<file path="src/rtl/reg_sbf_mon.sv">
// Single-bit-flip monitor for a load-enabled register: per-lane even parity with sticky status,
// first-failing-lane capture and a saturating event counter. Optional REG_SBF_INJECT_EN adds inj_i.
module reg_sbf_mon #(
    parameter int IN_WIDTH  = 32,
    parameter int N_LANES   = 4,
    parameter int CNT_WIDTH = 8,
    localparam int LANE_W   = IN_WIDTH / N_LANES,
    localparam int LIW      = (N_LANES > 1) ? $clog2(N_LANES) : 1
) (
    input  logic                 clk_i,
    input  logic                 rst_i,
    input  logic                 en_i,
    input  logic                 we_i,
    input  logic [IN_WIDTH-1:0]  regi_i,
    input  logic [IN_WIDTH-1:0]  rego_i,
    input  logic                 clr_i,
`ifdef REG_SBF_INJECT_EN
    input  logic [N_LANES-1:0]   inj_i,
`endif
    output logic                 error_o,
    output logic [N_LANES-1:0]   lane_err_o,
    output logic                 sticky_o,
    output logic [LIW-1:0]       first_lane_o,
    output logic [CNT_WIDTH-1:0] err_cnt_o
);

    typedef enum logic [1:0] {S_INIT, S_MON, S_ERR} state_t;

    state_t                r_state;
    state_t                w_state_nxt;
    logic                  r_valid;
    logic [N_LANES-1:0]    r_par;
    logic                  r_err_d;
    logic [LIW-1:0]        r_first;
    logic [CNT_WIDTH-1:0]  r_cnt;
    logic [N_LANES-1:0]    w_inj;
    logic [N_LANES-1:0]    w_mismatch;
    logic                  w_event;
    logic                  w_capture;

    function automatic logic [N_LANES-1:0] lane_parity(input logic [IN_WIDTH-1:0] v);
        logic [N_LANES-1:0] p;
        p = '0;
        for (int k = 0; k < N_LANES; k++) begin
            p[k] = ^v[k*LANE_W +: LANE_W];
        end
        return p;
    endfunction

    function automatic logic [LIW-1:0] lowest_lane(input logic [N_LANES-1:0] m);
        logic [LIW-1:0] idx;
        idx = '0;
        for (int k = N_LANES - 1; k >= 0; k--) begin
            if (m[k]) idx = LIW'(k);
        end
        return idx;
    endfunction

    function automatic logic [CNT_WIDTH-1:0] sat_inc(input logic [CNT_WIDTH-1:0] v);
        return (&v) ? v : v + CNT_WIDTH'(1);
    endfunction

`ifdef REG_SBF_INJECT_EN
    assign w_inj = inj_i;
`else
    assign w_inj = '0;
`endif

    // Parity capture follows the monitored register's load, regardless of enable or state
    always_ff @(posedge clk_i) begin
        if (rst_i) begin
            r_par   <= '0;
            r_valid <= 1'b0;
        end else if (we_i) begin
            r_par   <= lane_parity(regi_i) ^ w_inj;
            r_valid <= 1'b1;
        end
    end

    assign w_mismatch = {N_LANES{r_valid & en_i}} & (lane_parity(rego_i) ^ r_par);
    assign lane_err_o = w_mismatch;
    assign error_o    = |w_mismatch;
    assign w_event    = error_o & ~r_err_d;

    always_ff @(posedge clk_i) begin
        if (rst_i) begin
            r_state <= S_INIT;
        end else begin
            r_state <= w_state_nxt;
        end
    end

    always_comb begin
        w_state_nxt = r_state;
        case (r_state)
            S_INIT:  if (we_i) w_state_nxt = S_MON;
            S_MON:   if (error_o) w_state_nxt = S_ERR;
            S_ERR:   if (clr_i && !error_o) w_state_nxt = S_MON;
            default: w_state_nxt = S_INIT;
        endcase
    end

    always_comb begin
        sticky_o = (r_state == S_ERR);
    end

    // A clear that coincides with a live error re-arms the capture instead of zeroing it
    assign w_capture = error_o & ((r_state != S_ERR) | clr_i);

    always_ff @(posedge clk_i) begin
        if (rst_i) begin
            r_err_d <= 1'b0;
            r_first <= '0;
            r_cnt   <= '0;
        end else begin
            r_err_d <= error_o;
            if (w_capture) begin
                r_first <= lowest_lane(w_mismatch);
            end else if (clr_i) begin
                r_first <= '0;
            end
            if (clr_i) begin
                r_cnt <= w_event ? CNT_WIDTH'(1) : '0;
            end else if (w_event) begin
                r_cnt <= sat_inc(r_cnt);
            end
        end
    end

    assign first_lane_o = r_first;
    assign err_cnt_o    = r_cnt;

endmodule

</file>
<file path="config.mk">
export PLATFORM = sky130hd
export DESIGN_NAME = reg_sbf_mon
export DESIGN_NICKNAME = d
export VERILOG_FILES = /design/src/rtl/reg_sbf_mon.sv
export SDC_FILE = /design/constraint.sdc
export NUM_CORES = 1
export LEC_CHECK = 0
export CAP_MARGIN = 20
export CELL_PAD_IN_SITES_DETAIL_PLACEMENT = 1
export CELL_PAD_IN_SITES_GLOBAL_PLACEMENT = 2
export CORE_MARGIN = 3
export CORE_UTILIZATION = 20
export CTS_CLUSTER_DIAMETER = 50
export DETAILED_ROUTE_END_ITERATION = 10
export MAX_ROUTING_LAYER = met4
export PLACE_DENSITY = 0.91
export SETUP_SLACK_MARGIN = 0.3
export SLEW_MARGIN = 15
export SYNTH_ARGS = -nofsm -noshare
export SYNTH_HDL_FRONTEND = slang
export SYNTH_SLANG_ARGS = --single-unit
</file>
<file path="constraint.sdc">
create_clock -name clk_i -period 2.6 [get_ports clk_i]
set_clock_uncertainty 0.05 [all_clocks]
set_input_delay 0.39 -clock clk_i [delete_from_list [all_inputs] [get_ports clk_i]]
set_output_delay 0.39 -clock clk_i [all_outputs]
set_load 0.02 [all_outputs]
</file>
# Word-level counts from Yosys, hierarchy flattened
# Cells that the tools add are included.
[word_totals]
reg_bits = 18
output_inout_bits = 16
wordCells = 52
[classes]
n_addsub = 1
eq_ne = 7
n_mux = 14
bitwise = 7
n_reduce_logical = 17
[ops]
columns = ["operator", "count"]
rows = [
  ["$reduce_xor A8 Y1", 8],
  ["$mux W8", 3],
  ["$mux W2", 9],
  ["$add A8 B1 Y8 const B", 1],
  ["$ne A2 B2 Y1 const B", 4],
  ["$reduce_and A8 Y1", 1],
  ["$pmux W2 S3", 1],
  ["$and A4 B4 Y4", 1],
  ["$reduce_bool A2 Y1", 2],
  ["$reduce_or A4 Y1", 1],
  ["$xor A4 B4 Y4", 1],
  ["$and A1 B1 Y1", 3],
  ["$reduce_and A3 Y1", 1],
  ["$eq A2 B1 Y1 const B", 1],
  ["$eq A2 B2 Y1 const B", 1],
  ["$logic_not A2 Y1", 1],
  ["$ne A2 B1 Y1 const B", 1],
  ["$reduce_and A2 Y1", 1],
  ["$logic_and A1 B1 Y1", 1],
  ["$logic_not A1 Y1", 1],
  ["$mux W1", 1],
  ["$not A1 Y1", 1],
  ["$or A1 B1 Y1", 1],
]

# Logic depth before layout (Yosys ltp)
[depth]
ltp_word = 8
depth_mapped = 7
ltp_nobuf = 7

# Least setup slack after synthesis
# No wires, ideal clock.
[synth_path]
path_type = "in2reg"
from = "in rego_i[18]"
to = "reg r_cnt[7] (netlist: err_cnt_o[7])"
arrival_time_ns = 2.037
t_required_ns = 2.480
slack_ns = 0.443
cell_stages = 6
n_path_buf = 0
path_cell_list = "xor2_1 > xnor3_2 > xnor2_1 > a41o_4 > or4_1 > a21oi_1"
[synth_between]
elab_chain_len = 7
[synth_rtl]
columns = ["item", "line_no", "text"]
rows = [
  ["start: declaration", "15", "input logic [IN_WIDTH-1:0] rego_i,"],
  ["$reduce_xor A8 Y1", "45", "p[k] = ^v[k*LANE_W +: LANE_W];"],
  ["$xor A4 B4 Y4", "80", "assign w_mismatch = {N_LANES{r_valid & en_i}} & (lane_parity(rego_i) ^ r_par);"],
  ["$and A4 B4 Y4", "80", ""],
  ["$reduce_or A4 Y1", "82", "assign error_o = |w_mismatch;"],
  ["$and A1 B1 Y1", "83", "assign w_event = error_o & ~r_err_d;"],
  ["$reduce_bool A2 Y1 (no source line)", "-", ""],
  ["$reduce_and A2 Y1 (no source line)", "-", ""],
  ["end signal: assignment", "123", "r_cnt <= w_event ? CNT_WIDTH'(1) : '0;"],
  ["end signal: assignment", "125", "r_cnt <= sat_inc(r_cnt);"],
  ["end: declaration", "35", "logic [CNT_WIDTH-1:0] r_cnt;"],
]
# Every way passes these cells.
# A chain may end at the register's enable or synchronous reset.

# Final worst setup path
[layout_path]
from = "in rego_i[26]"
to = "out error_o"
[layout_between]
elab_chain_len = 4
[layout_rtl]
columns = ["item", "line_no", "text"]
rows = [
  ["$reduce_xor A8 Y1", "45", ""],
  ["$xor A4 B4 Y4", "80", ""],
  ["$and A4 B4 Y4", "80", ""],
  ["$reduce_or A4 Y1", "82", ""],
  ["end: declaration", "20", "output logic error_o,"],
]
# Every way passes these cells.

==> summary.md <==
| Metric | Value |
|---|---|
| Status | completed |
| Die area | 8030 µm² |
| Sequential fraction of the synthesis area | 25.8% |
| Clock Path Buffers | 2 |
| Met3 Track Usage GR | 1.73% |
| Die Span Y | 89.6 µm |
| Post-Synth XOR/XNOR Area | 39.1% |
| Gpl congestion | 0.743 |
| Netlist cell types | 38 |
| Largest family of logic cells by synthesized area | XOR/XNOR gates |
| Adder-cell share of the synthesized area | 0.895% |
| Non-filler cells, final | 347 |
| CTS Buf Count | 3 |
| Post-Syn Nets | 227 |
| Startpoint types | input pin |
| CORE AREA | 6570 µm² |
| ANT nets after route | 0 |
| Skew-Pair Late Insertion Delay | 0.25 ns |
| Tot Pwr | 1.05 mW |
| CTS H-Tree Depth | 1 |
| Hold Vio Cnt, Final | 0 |
| DR iter-0 viols | 16 |
| Met2 global-route usage | 21.9% |
| Post-synthesis compound-gate area fraction | 15.9% |
| Root Buffer | clkbuf_8 |
| First-pass GRT wire length | 6.96 mm |
| Hpwl dp | 3.76 mm |
| Gr ovfl total | 0 |
| Post-route DRC | 0 |
| Area grow syn2layout | 83.7% |
| Mapped Avg Cell Area | 8.90 µm² |
| Post-Layout Inst Area | 2570 µm² |
| CP cell instances | clkdlybuf4s15_1 > xor2_1 > xnor3_1 > xnor2_2 > a41o_4 > inv_4 > buf_6 |
| Routed len/inst | 12.9 µm |
| CP Max Fanout | 3 |
| CTS tree | done |
| Synthesized flop and latch total | 18 |
| RSZ-0062 raised after global routing | true |
| Vias in the first global route | 1538 |
| Layout net count | 326 |
| Number of enable flip-flop cells after synthesis | 0 |
| Max Fclk | 442 MHz |
| Fin util | 39.1% |
| Required @ worst endpoint | 2.16 ns |
| Hold WC Path Type | flop to flop |
| Synth Flop Type | dfxtp_1 |
| Final worst path period need | 2.26 ns |
| Measured slew at the worst slew-check pin | 0.436 ns |
| Worst Setup End Kind | output port |
| Sink Count | 18 |
| Pre-antenna DRT Iters | 4 |
| Layout cells sized above 1 | 22.4% |
| Largest area contributor in the netlist | xnor2_1 |
| Fin Hold WS | 0.416 ns |
| Crit-path slowest cell | xnor3_1 |
| Mux contribution to synthesized area | 0% |
| Hold Path Cell Cnt | 2 |
| N_diodes | 0 |
| Dominant cells by area after synthesis | xnor2_1 (28%), dfxtp_1 (26%), nor2_1 (5.1%), xor2_1 (5.0%), xnor3_1 (4.8%) |
| GRT busiest layer | met2 |
| Placed cell count | 340 |
| Worst-path clk slew | 0.07 ns |
| Antenna violations before repair | 0 |
| Post-DR vias/cell | 4.26 |
| Simple-Gate Fraction of Synth Area | 15.6% |
| Worst Reg-to-Reg Cells | 5 |
| Pre-CTS setup slack | -0.456 ns |
| P_leak | 1.01 nW |
| Final setup vio count | 0 |
| Ports | 85 |
| Starting density of the core | 21.3% |
| CP peak stage delay | 0.45 ns |
| Post-synthesis cell area | 1400 µm² |
| Max_slew headroom | 70.8% |
| Dpl cell area | 2410 µm² |
| Largest net degree at the start of global routing | 11 |
| # hold bufs at CTS | 0 |
| Total wire length | 4.49 mm |
| Async SR Flop Fraction | 0% |
| Row count | 29 |
| DR vias | 1477 |
| Setup TNS | 0 ns |
| Max-cap violations | 0 |
| Peak VDD IR | 0.000192 V |
| CP arrival | 1.82 ns |
| Pwr Density | 410 nW/µm² |
| Syn Inst Count | 157 |
| Max-slew violation count | 0 |
| Final worst path period share | 87.0% |
| Chip Width | 89.6 µm |
| GR Util All Layers | 11.2% |
| IO Port Bufs | 84 |
| Final Worst Setup Slack | 0.339 ns |
| Top cell type's share of synthesized area | 27.6% |
| Synth warn | 0 |
| M1 GR Usage | 11.8% |
| Worst Setup Path Type | input pin to output port |
[power breakdown]
group	internal (mW)	total, mW	switching (mW)
clock	0.103	0.191	0.0884
combinational	0.332	0.552	0.220
sequential	0.294	0.309	0.0145
total	0.729	1.05	0.323
[area by class of cell]
type	instances	area, µm²
tap	93	116
sequential	18	360
multi-input combinational	130	1120
timing repair buffer	97	903
fill	763	4000
inverter	6	25.0
clock buffer	3	41.3
[critical path, delay by kind of cell]
family          cells  cell delay, ns
compound gates      1            0.28
buf+inv             3            0.35
xor+xnor            3            0.81
[cell usage after synthesis, types with 2 or more instances]
library cell,count
a21oi_1,6
clkbuf_1,2
or4_1,4
a211oi_1,5
o31ai_1,2
dfxtp_1,18
xor2_1,8
inv_1,5
o211ai_1,3
xnor3_1,3
xnor2_1,44
nand2_1,8
nand4_1,3
nor2_1,19
o21ai_0,3
or3_1,2
[worst paths after layout]
kind	start	to	slack (ns)
worst min register to register	r_valid$_SDFFE_PP0P_	r_valid$_SDFFE_PP0P_	0.42
worst max-delay path	rego_i[26]	error_o	0.34
worst min-delay path	r_valid$_SDFFE_PP0P_	r_valid$_SDFFE_PP0P_	0.42
worst max register to register	err_cnt_o[0]$_SDFFE_PP0P_	err_cnt_o[6]$_SDFFE_PP0P_	0.66
[cells in the final DEF, fill, tap and decap left out, types with 2 or more instances in the layout]
cell type / count
a211oi_1: 5
a21oi_1: 5
buf_2: 4
buf_4: 13
buf_6: 2
clkbuf_2: 9
clkbuf_8: 3
clkdlybuf4s15_1: 10
clkdlybuf4s50_1: 48
dfxtp_1: 18
dlygate4sd2_1: 6
dlymetal6s2s_1: 3
inv_1: 5
nand2_1: 8
nand4_1: 3
nor2_1: 16
nor2_2: 2
o211ai_1: 3
o21ai_0: 3
o31ai_1: 2
or3_1: 2
or4_1: 3
xnor2_1: 35
xnor2_2: 9
xnor3_1: 3
xor2_1: 5
xor2_2: 3
[kinds of logic after synthesis]
logic type               Yosys count
AO/OA/AOI/OAI                     29
XOR/XNOR                          56
adder cells (fa/ha/maj)            1
buffers and inverters              9
flip-flops                        18
AND/OR/NAND/NOR                   44
[per-layer routing]
metal / vias up / routed length [µm]
li1: 743 / -
met1: 688 / 1760
met2: 44 / 2430
met3: 2 / 268
met4: 0 / 31
met5: - / 0
[registers in the layout (all words and copies together) (netlist names)]
name,cells
err_cnt_o,8
r_par,4
first_lane_o,2
r_state,2
r_err_d,1
r_valid,1
[what timing repair did]
action / 4_1_cts / 5_1_grt
hold endpoints to repair: 0 / 0
buffers inserted: 3 / 0
pin swaps: 29 / 25
setup endpoints to repair: 16 / 8
gates cloned: 1 / 0
gates resized for setup: 91 / 26
Note: power is estimated with default switching activity, not from simulation.
